### src/rtl/uart_pkg.sv
// Shared types and limits for the UART transmit path.
package uart_pkg;

   // Legal range for the number of data bits in a frame.
   localparam int MIN_DATA_BITS = 5;
   localparam int MAX_DATA_BITS = 9;

   // Width of the data-bit counter, wide enough for the largest legal word.
   localparam int BIT_CNT_W = $clog2(MAX_DATA_BITS);

   // Transmit frame phases.
   typedef enum logic [2:0] {
      IDLE,
      START,
      DATA,
      PARITY,
      STOP
   } tx_state_t;

   // Frame format, captured once per frame so mid-frame changes cannot corrupt it.
   typedef struct packed {
      logic parity_en;
      logic parity_odd;
      logic two_stop;
   } uart_frame_cfg_t;

   // XOR of all data bits; unused upper bits are zero and do not disturb the result.
   function automatic logic word_parity(input logic [MAX_DATA_BITS-1:0] word);
      return ^word;
   endfunction

endpackage

### src/rtl/uart_bit_timer.sv
// Counts oversampling baud ticks and flags the tick that closes one bit period.
module uart_bit_timer #(
   parameter int OVERSAMPLE = 16
) (
   input  logic Clk,
   input  logic Reset,
   input  logic baud_tick,
   input  logic enable,
   input  logic clear,
   output logic bit_end
);

   localparam int               CNT_W = (OVERSAMPLE > 1) ? $clog2(OVERSAMPLE) : 1;
   localparam logic [CNT_W-1:0] LAST  = CNT_W'(OVERSAMPLE - 1);

   generate
      if (OVERSAMPLE < 2) begin : g_bad_oversample
         $error("uart_bit_timer: OVERSAMPLE must be at least 2");
      end
   endgenerate

   logic [CNT_W-1:0] tick_cnt;

   // Ticks only count while a frame is running, so idle ticks never shorten a start bit.
   assign bit_end = enable && baud_tick && (tick_cnt == LAST);

   // Tick counter: cleared on frame start, wraps at the end of every bit.
   always_ff @(posedge Clk or posedge Reset) begin
      // NOTE: sequential state uses non-blocking <= so every flop samples pre-edge values regardless of statement order.
      if (Reset) begin
         tick_cnt <= '0;
      end else if (clear) begin
         tick_cnt <= '0;
      end else if (enable && baud_tick) begin
         tick_cnt <= bit_end ? '0 : tick_cnt + 1'b1;
      end
   end

endmodule

### src/rtl/uart_tx_framer.sv
// UART transmitter: start bit, LSB-first data, optional parity, 1 or 2 stop bits,
// with a one-word holding register so frames can follow each other without a gap.
module uart_tx_framer
   import uart_pkg::*;
#(
   parameter int DATA_BITS  = 8,
   parameter int OVERSAMPLE = 16
) (
   input  logic                 Clk,
   input  logic                 Reset,
   input  logic                 baud_tick,
   input  logic [DATA_BITS-1:0] s_data,
   input  logic                 s_valid,
   output logic                 s_ready,
   input  logic                 cfg_parity_en,
   input  logic                 cfg_parity_odd,
   input  logic                 cfg_two_stop,
   output logic                 UART_TX_I,
   output logic                 busy,
   output logic                 frame_done
);

   generate
      if (DATA_BITS < MIN_DATA_BITS || DATA_BITS > MAX_DATA_BITS) begin : g_bad_data_bits
         $error("uart_tx_framer: DATA_BITS must be within 5..9");
      end
   endgenerate

   localparam logic [BIT_CNT_W-1:0] LAST_BIT = BIT_CNT_W'(DATA_BITS - 1);

   tx_state_t             state_q, state_d;
   logic [DATA_BITS-1:0]  shift_q, shift_d;
   logic [DATA_BITS-1:0]  hold_data_q, hold_data_d;
   logic                  hold_valid_q, hold_valid_d;
   logic [BIT_CNT_W-1:0]  bit_cnt_q, bit_cnt_d;
   logic                  stop_cnt_q, stop_cnt_d;
   uart_frame_cfg_t       cfg_q, cfg_d;
   logic                  data_par_q, data_par_d;
   logic                  tx_q, tx_d;
   logic                  done_q, done_d;

   logic                  accept;
   logic                  load;
   logic [DATA_BITS-1:0]  load_word;
   logic                  bit_end;

   // Ready depends only on the holding register, never on s_valid.
   assign s_ready    = ~hold_valid_q;
   assign accept     = s_valid & s_ready;
   assign busy       = (state_q != IDLE);
   assign UART_TX_I  = tx_q;
   assign frame_done = done_q;

   uart_bit_timer #(
      .OVERSAMPLE (OVERSAMPLE)
   ) u_bit_timer (
      .Clk       (Clk),
      .Reset     (Reset),
      .baud_tick (baud_tick),
      .enable    (busy),
      .clear     (load),
      .bit_end   (bit_end)
   );

   // Frame sequencing, holding-register management and next line level.
   always_comb begin
      // NOTE: every signal driven here gets a default first, so no branch can leave it holding a value and infer a latch.
      state_d      = state_q;
      shift_d      = shift_q;
      hold_data_d  = hold_data_q;
      hold_valid_d = hold_valid_q;
      bit_cnt_d    = bit_cnt_q;
      stop_cnt_d   = stop_cnt_q;
      cfg_d        = cfg_q;
      data_par_d   = data_par_q;
      done_d       = 1'b0;
      load         = 1'b0;
      load_word    = s_data;

      case (state_q)
         IDLE: begin
            // An accepted word bypasses the holding register and starts at once.
            if (accept) begin
               load      = 1'b1;
               load_word = s_data;
            end
         end
         START: begin
            if (bit_end) begin
               state_d   = DATA;
               bit_cnt_d = '0;
            end
         end
         DATA: begin
            if (bit_end) begin
               if (bit_cnt_q == LAST_BIT) begin
                  state_d    = cfg_q.parity_en ? PARITY : STOP;
                  stop_cnt_d = 1'b0;
               end else begin
                  shift_d   = shift_q >> 1;
                  bit_cnt_d = bit_cnt_q + 1'b1;
               end
            end
         end
         PARITY: begin
            if (bit_end) begin
               state_d    = STOP;
               stop_cnt_d = 1'b0;
            end
         end
         STOP: begin
            if (bit_end) begin
               if (cfg_q.two_stop && !stop_cnt_q) begin
                  stop_cnt_d = 1'b1;
               end else begin
                  done_d = 1'b1;
                  // A waiting word starts on this same edge: no idle cycle between frames.
                  if (hold_valid_q) begin
                     load         = 1'b1;
                     load_word    = hold_data_q;
                     hold_valid_d = 1'b0;
                  end else begin
                     state_d = IDLE;
                  end
               end
            end
         end
         default: state_d = IDLE;
      endcase

      // Words accepted mid-frame park in the holding register; ready drops next cycle.
      // An unload and a new accept never coincide because ready is low while it is full.
      if (accept && state_q != IDLE) begin
         hold_data_d  = s_data;
         hold_valid_d = 1'b1;
      end

      // Frame start: capture word and format together so the whole frame is self-consistent.
      if (load) begin
         state_d          = START;
         shift_d          = load_word;
         cfg_d.parity_en  = cfg_parity_en;
         cfg_d.parity_odd = cfg_parity_odd;
         cfg_d.two_stop   = cfg_two_stop;
         data_par_d       = word_parity(MAX_DATA_BITS'(load_word));
         bit_cnt_d        = '0;
         stop_cnt_d       = 1'b0;
      end

      // Line level for the cycle after this edge, derived from where the frame goes next.
      case (state_d)
         START:   tx_d = 1'b0;
         DATA:    tx_d = shift_d[0];
         PARITY:  tx_d = data_par_d ^ cfg_d.parity_odd;
         default: tx_d = 1'b1;
      endcase
   end

   // State, datapath and registered line output; reset forces the line high at once.
   always_ff @(posedge Clk or posedge Reset) begin
      if (Reset) begin
         state_q      <= IDLE;
         // NOTE: the data registers are reset as well as their valid flags so a frame dropped by reset leaves no stale word behind.
         shift_q      <= '0;
         hold_data_q  <= '0;
         hold_valid_q <= 1'b0;
         bit_cnt_q    <= '0;
         stop_cnt_q   <= 1'b0;
         cfg_q        <= '0;
         data_par_q   <= 1'b0;
         tx_q         <= 1'b1;
         done_q       <= 1'b0;
      end else begin
         state_q      <= state_d;
         shift_q      <= shift_d;
         hold_data_q  <= hold_data_d;
         hold_valid_q <= hold_valid_d;
         bit_cnt_q    <= bit_cnt_d;
         stop_cnt_q   <= stop_cnt_d;
         cfg_q        <= cfg_d;
         data_par_q   <= data_par_d;
         tx_q         <= tx_d;
         done_q       <= done_d;
      end
   end

endmodule

### config.mk
export PLATFORM = sky130hd
export DESIGN_NAME = uart_tx_framer
export DESIGN_NICKNAME = d
export VERILOG_FILES = /design/src/rtl/uart_pkg.sv /design/src/rtl/uart_bit_timer.sv /design/src/rtl/uart_tx_framer.sv
export SDC_FILE = /design/constraint.sdc
export NUM_CORES = 1
export LEC_CHECK = 0
export CORE_UTILIZATION = 58
export CTS_BUF_LIST = sky130_fd_sc_hd__clkbuf_4 sky130_fd_sc_hd__clkbuf_8
export DETAILED_ROUTE_END_ITERATION = 7
export PLACE_DENSITY = 0.93
export SYNTH_ARGS = -nofsm -noshare
export SYNTH_HDL_FRONTEND = slang
export SYNTH_HIERARCHICAL = 1
export SYNTH_SLANG_ARGS = --single-unit
export TNS_END_PERCENT = 5
### constraint.sdc
create_clock -name Clk -period 2.7 [get_ports Clk]
set_clock_uncertainty 0.1 [all_clocks]
set_input_delay 0.27 -clock Clk [delete_from_list [all_inputs] [get_ports Clk]]
set_output_delay 0.27 -clock Clk [all_outputs]
set_load 0.05 [all_outputs]
==> run metrics <==
CTS Sinks 35; vias ~1400; status finished with violations; Buffers on Ports 18; max_slew headroom 66.6%; Die X roughly 57 um; RSZ-0062 raised after global routing no; TritonCTS clock tree done; DR WL/cell between 15 and 20 um; later-pin clock latency in the skew report 350 ps; row count 19; drt first pass iters 6; CP max FO 12; Final Cycle Share 92.1%; Power Dens Cells 834 mW/mm2; upper clock frequency limit between 400 and 500 MHz; post-synthesis cell type count 45; Pleak 0.920 nW; HPWL after detailed placement around 2.7 mm; Final Hold Vio Count 0; RR Startpoint state_q[2]; total number of yosys warnings 6; number of synthesized flops with an enable pin 0; Die Ht 57.5 um; Routed Antenna Nets 0; Syn-to-layout area delta 17.4%; failing checks DRC; core area 0.00283 mm2; worst hold margin 24.1 ps; fin crit period 2490 ps; endpoint required time on the critical path 2870 ps; Hold/Removal Path Class input port to async pin; asr flop ratio synth between 90% and 100%; met2 wire length 1.95 mm; overall power 1.75 mW; DRT iter0 DRCs between 100 and 150; CTS H-tree lvls 2; Primary FF master, synth dfrtp_1; sequential area share after synthesis 49.1%; actual transition at the worst max-transition pin about 500 ps; largest net degree at the start of global routing 32; worst slack, placed 103 ps; postcts setup bufs 0; Critical Path End Type register; Final WS setup 214 ps; setup TNS 0 ps; Gate Count Post-Synth around 170; Final Max Slew Viols 0; first-pass GRT wire length 6.44 mm; VDD IR-drop max 682 uV; wl on met1 1.56 mm; clk slew on worst S/H paths about 100 ps; Synth Cell Area 0.00179 mm2; Setup-failing EPs final 0; routability cong. 0.883; Total Routing Usage GR 25.9%; top sig layer met4; die area 0.00330 mm2; CTS buffer count 5; CTS max path bufs 2; Critical Path Start state_q[2]; Max-Cap Viols 0; FILL cells 196; starting density of the core approximately 63%; vias in the first global route approximately 1500; CP Launch Type register; Inserted Diodes 0; DRT Wirelength 3.76 mm; Worst Path Arrival 2650 ps; Worst Setup Path Type register to register; root buffer cell clkbuf_4; nets 214; GRT overflow 0; syn_nets 186; DR WL met3 197 um; initial antenna violation count 0; Vias/cell 6.24; I/O pin count 19; detailed-route DRC error count 1; syn avg cell area between 10 and 15 um2; share of cells above drive strength 1 approximately 18%; Seq cells post-synth 35
synth_stat cells, types with 2 or more instances:
master | instances | area [um2]
nand3_1 | 12 | 60.1
nand2_1 | 16 | 60.1
nor3_1 | 3 | 15.0
xnor2_1 | 12 | 105
a21oi_1 | 7 | 35.0
nor2b_1 | 4 | 25.0
o21ai_0 | 10 | 50.1
ha_1 | 2 | 25.0
xor2_1 | 4 | 35.0
inv_1 | 5 | 18.8
mux2_2 | 11 | 124
nor2_1 | 9 | 33.8
nand2b_1 | 3 | 18.8
a311oi_1 | 2 | 17.5
a222oi_1 | 6 | 60.1
dfrtp_1 | 34 | 851
critical path: stages (launching register included):
cell and delay [ps]:
dfrtp_1 470, nor3_1 300, inv_1 180, nand2_1 210
nor2_4 70, inv_1 130, nor4_4 70, buf_4 190
a211oi_1 430, o21ai_0 150, o21ai_0 100
cell families (layout without fill, tap and decap cells):
kind of cell / count (synthesis) / after routing / synth area share, %
DFF: 35 / 35 / 49.1
adders and majority gates: 2 / 2 / 1.40
buffers and inverters: 10 / 39 / 2.80
muxes: 12 / 12 / 7.50
xor gates and xnor gates: 16 / 16 / 7.85
and+or+nand+nor: 59 / 59 / 17.7
AOI/OAI and AO/OA: 35 / 35 / 13.6
layout by cell type (no fill, tap or decap), types with 2 or more instances in the layout:
master / n
ha_1: 2
xor2_1: 4
clkdlybuf4s50_1: 18
inv_1: 5
nor3_1: 3
mux2_2: 11
dfrtp_2: 2
nand3_1: 12
nand2_1: 16
a222oi_1: 6
a311oi_1: 2
o21ai_0: 10
nor2_1: 8
clkbuf_4: 6
nor2b_1: 4
xnor2_1: 12
buf_4: 7
nand2b_1: 3
dfrtp_1: 32
a21oi_1: 7
state kept, by name, summed over array words and instances, names as in the netlist:
| signal | flops |
|---|---|
| UART_TX_I | 1 |
| bit_cnt_q | 4 |
| cfg_q | 3 |
| data_par_q | 1 |
| frame_done | 1 |
| hold_data_q | 8 |
| hold_valid_q | 1 |
| shift_q | 8 |
| state_q | 3 |
| stop_cnt_q | 1 |
| u_bit_timer/tick_cnt | 4 |
layout make-up:
type	instances	area (um2)	share of cell area (%)
inverter	6	22.5	1.07
tap	31	38.8	1.85
multi-input combinational	124	866	41.3
clock buffer	6	45.0	2.15
sequential	35	880	41.9
clock inverter	2	12.5	0.597
timing repair buffer	25	233	11.1
stage by stage:
step / utilization [%] / cell area [um2] / cells
6_report: 74.1 / 2100 / 229
5_1_grt: 74.1 / 2100 / 229
4_1_cts: 73.8 / 2090 / 229
3_5_place_dp: 71.7 / 2030 / 221
3_3_place_gp: 71.7 / 2030 / 221
2_1_floorplan: - / 1790 / 169
power breakdown:
part | total, mW | leakage [nW] | internal (mW) | switching (mW)
Clock | 0.289 | 0.0317 | 0.110 | 0.179
Combinational | 0.627 | 0.443 | 0.311 | 0.317
Sequential | 0.832 | 0.445 | 0.690 | 0.142
Total | 1.75 | 0.920 | 1.11 | 0.637
path summary, 6_finish.rpt:
| path | to | cells past startpoint | slack (ps) |
|---|---|---|---|
| min reg2reg | bit_cnt_q[3] | 1 | 410 |
| max in group asynchronous | UART_TX_I | 3 | 1950 |
| min in group Clk | bit_cnt_q[3] | 1 | 410 |
| max | bit_cnt_q[3] | 10 | 210 |
| max reg2reg | bit_cnt_q[3] | 10 | 210 |
| min | u_bit_timer/tick_cnt[0] | 2 | 20 |
timing repair:
action                     in CTS  in global routing
resized for setup               0                  4
hold buffers                    0                  0
setup endpoints to repair       0                  9
routing by layer:
metal	global-route usage, %	up-vias
li1	-	666
met1	30.0	712
met3	7.71	5
met5	0	-
met4	9.41	0
met2	45.3	46
(Power assumes the default switching activity.)
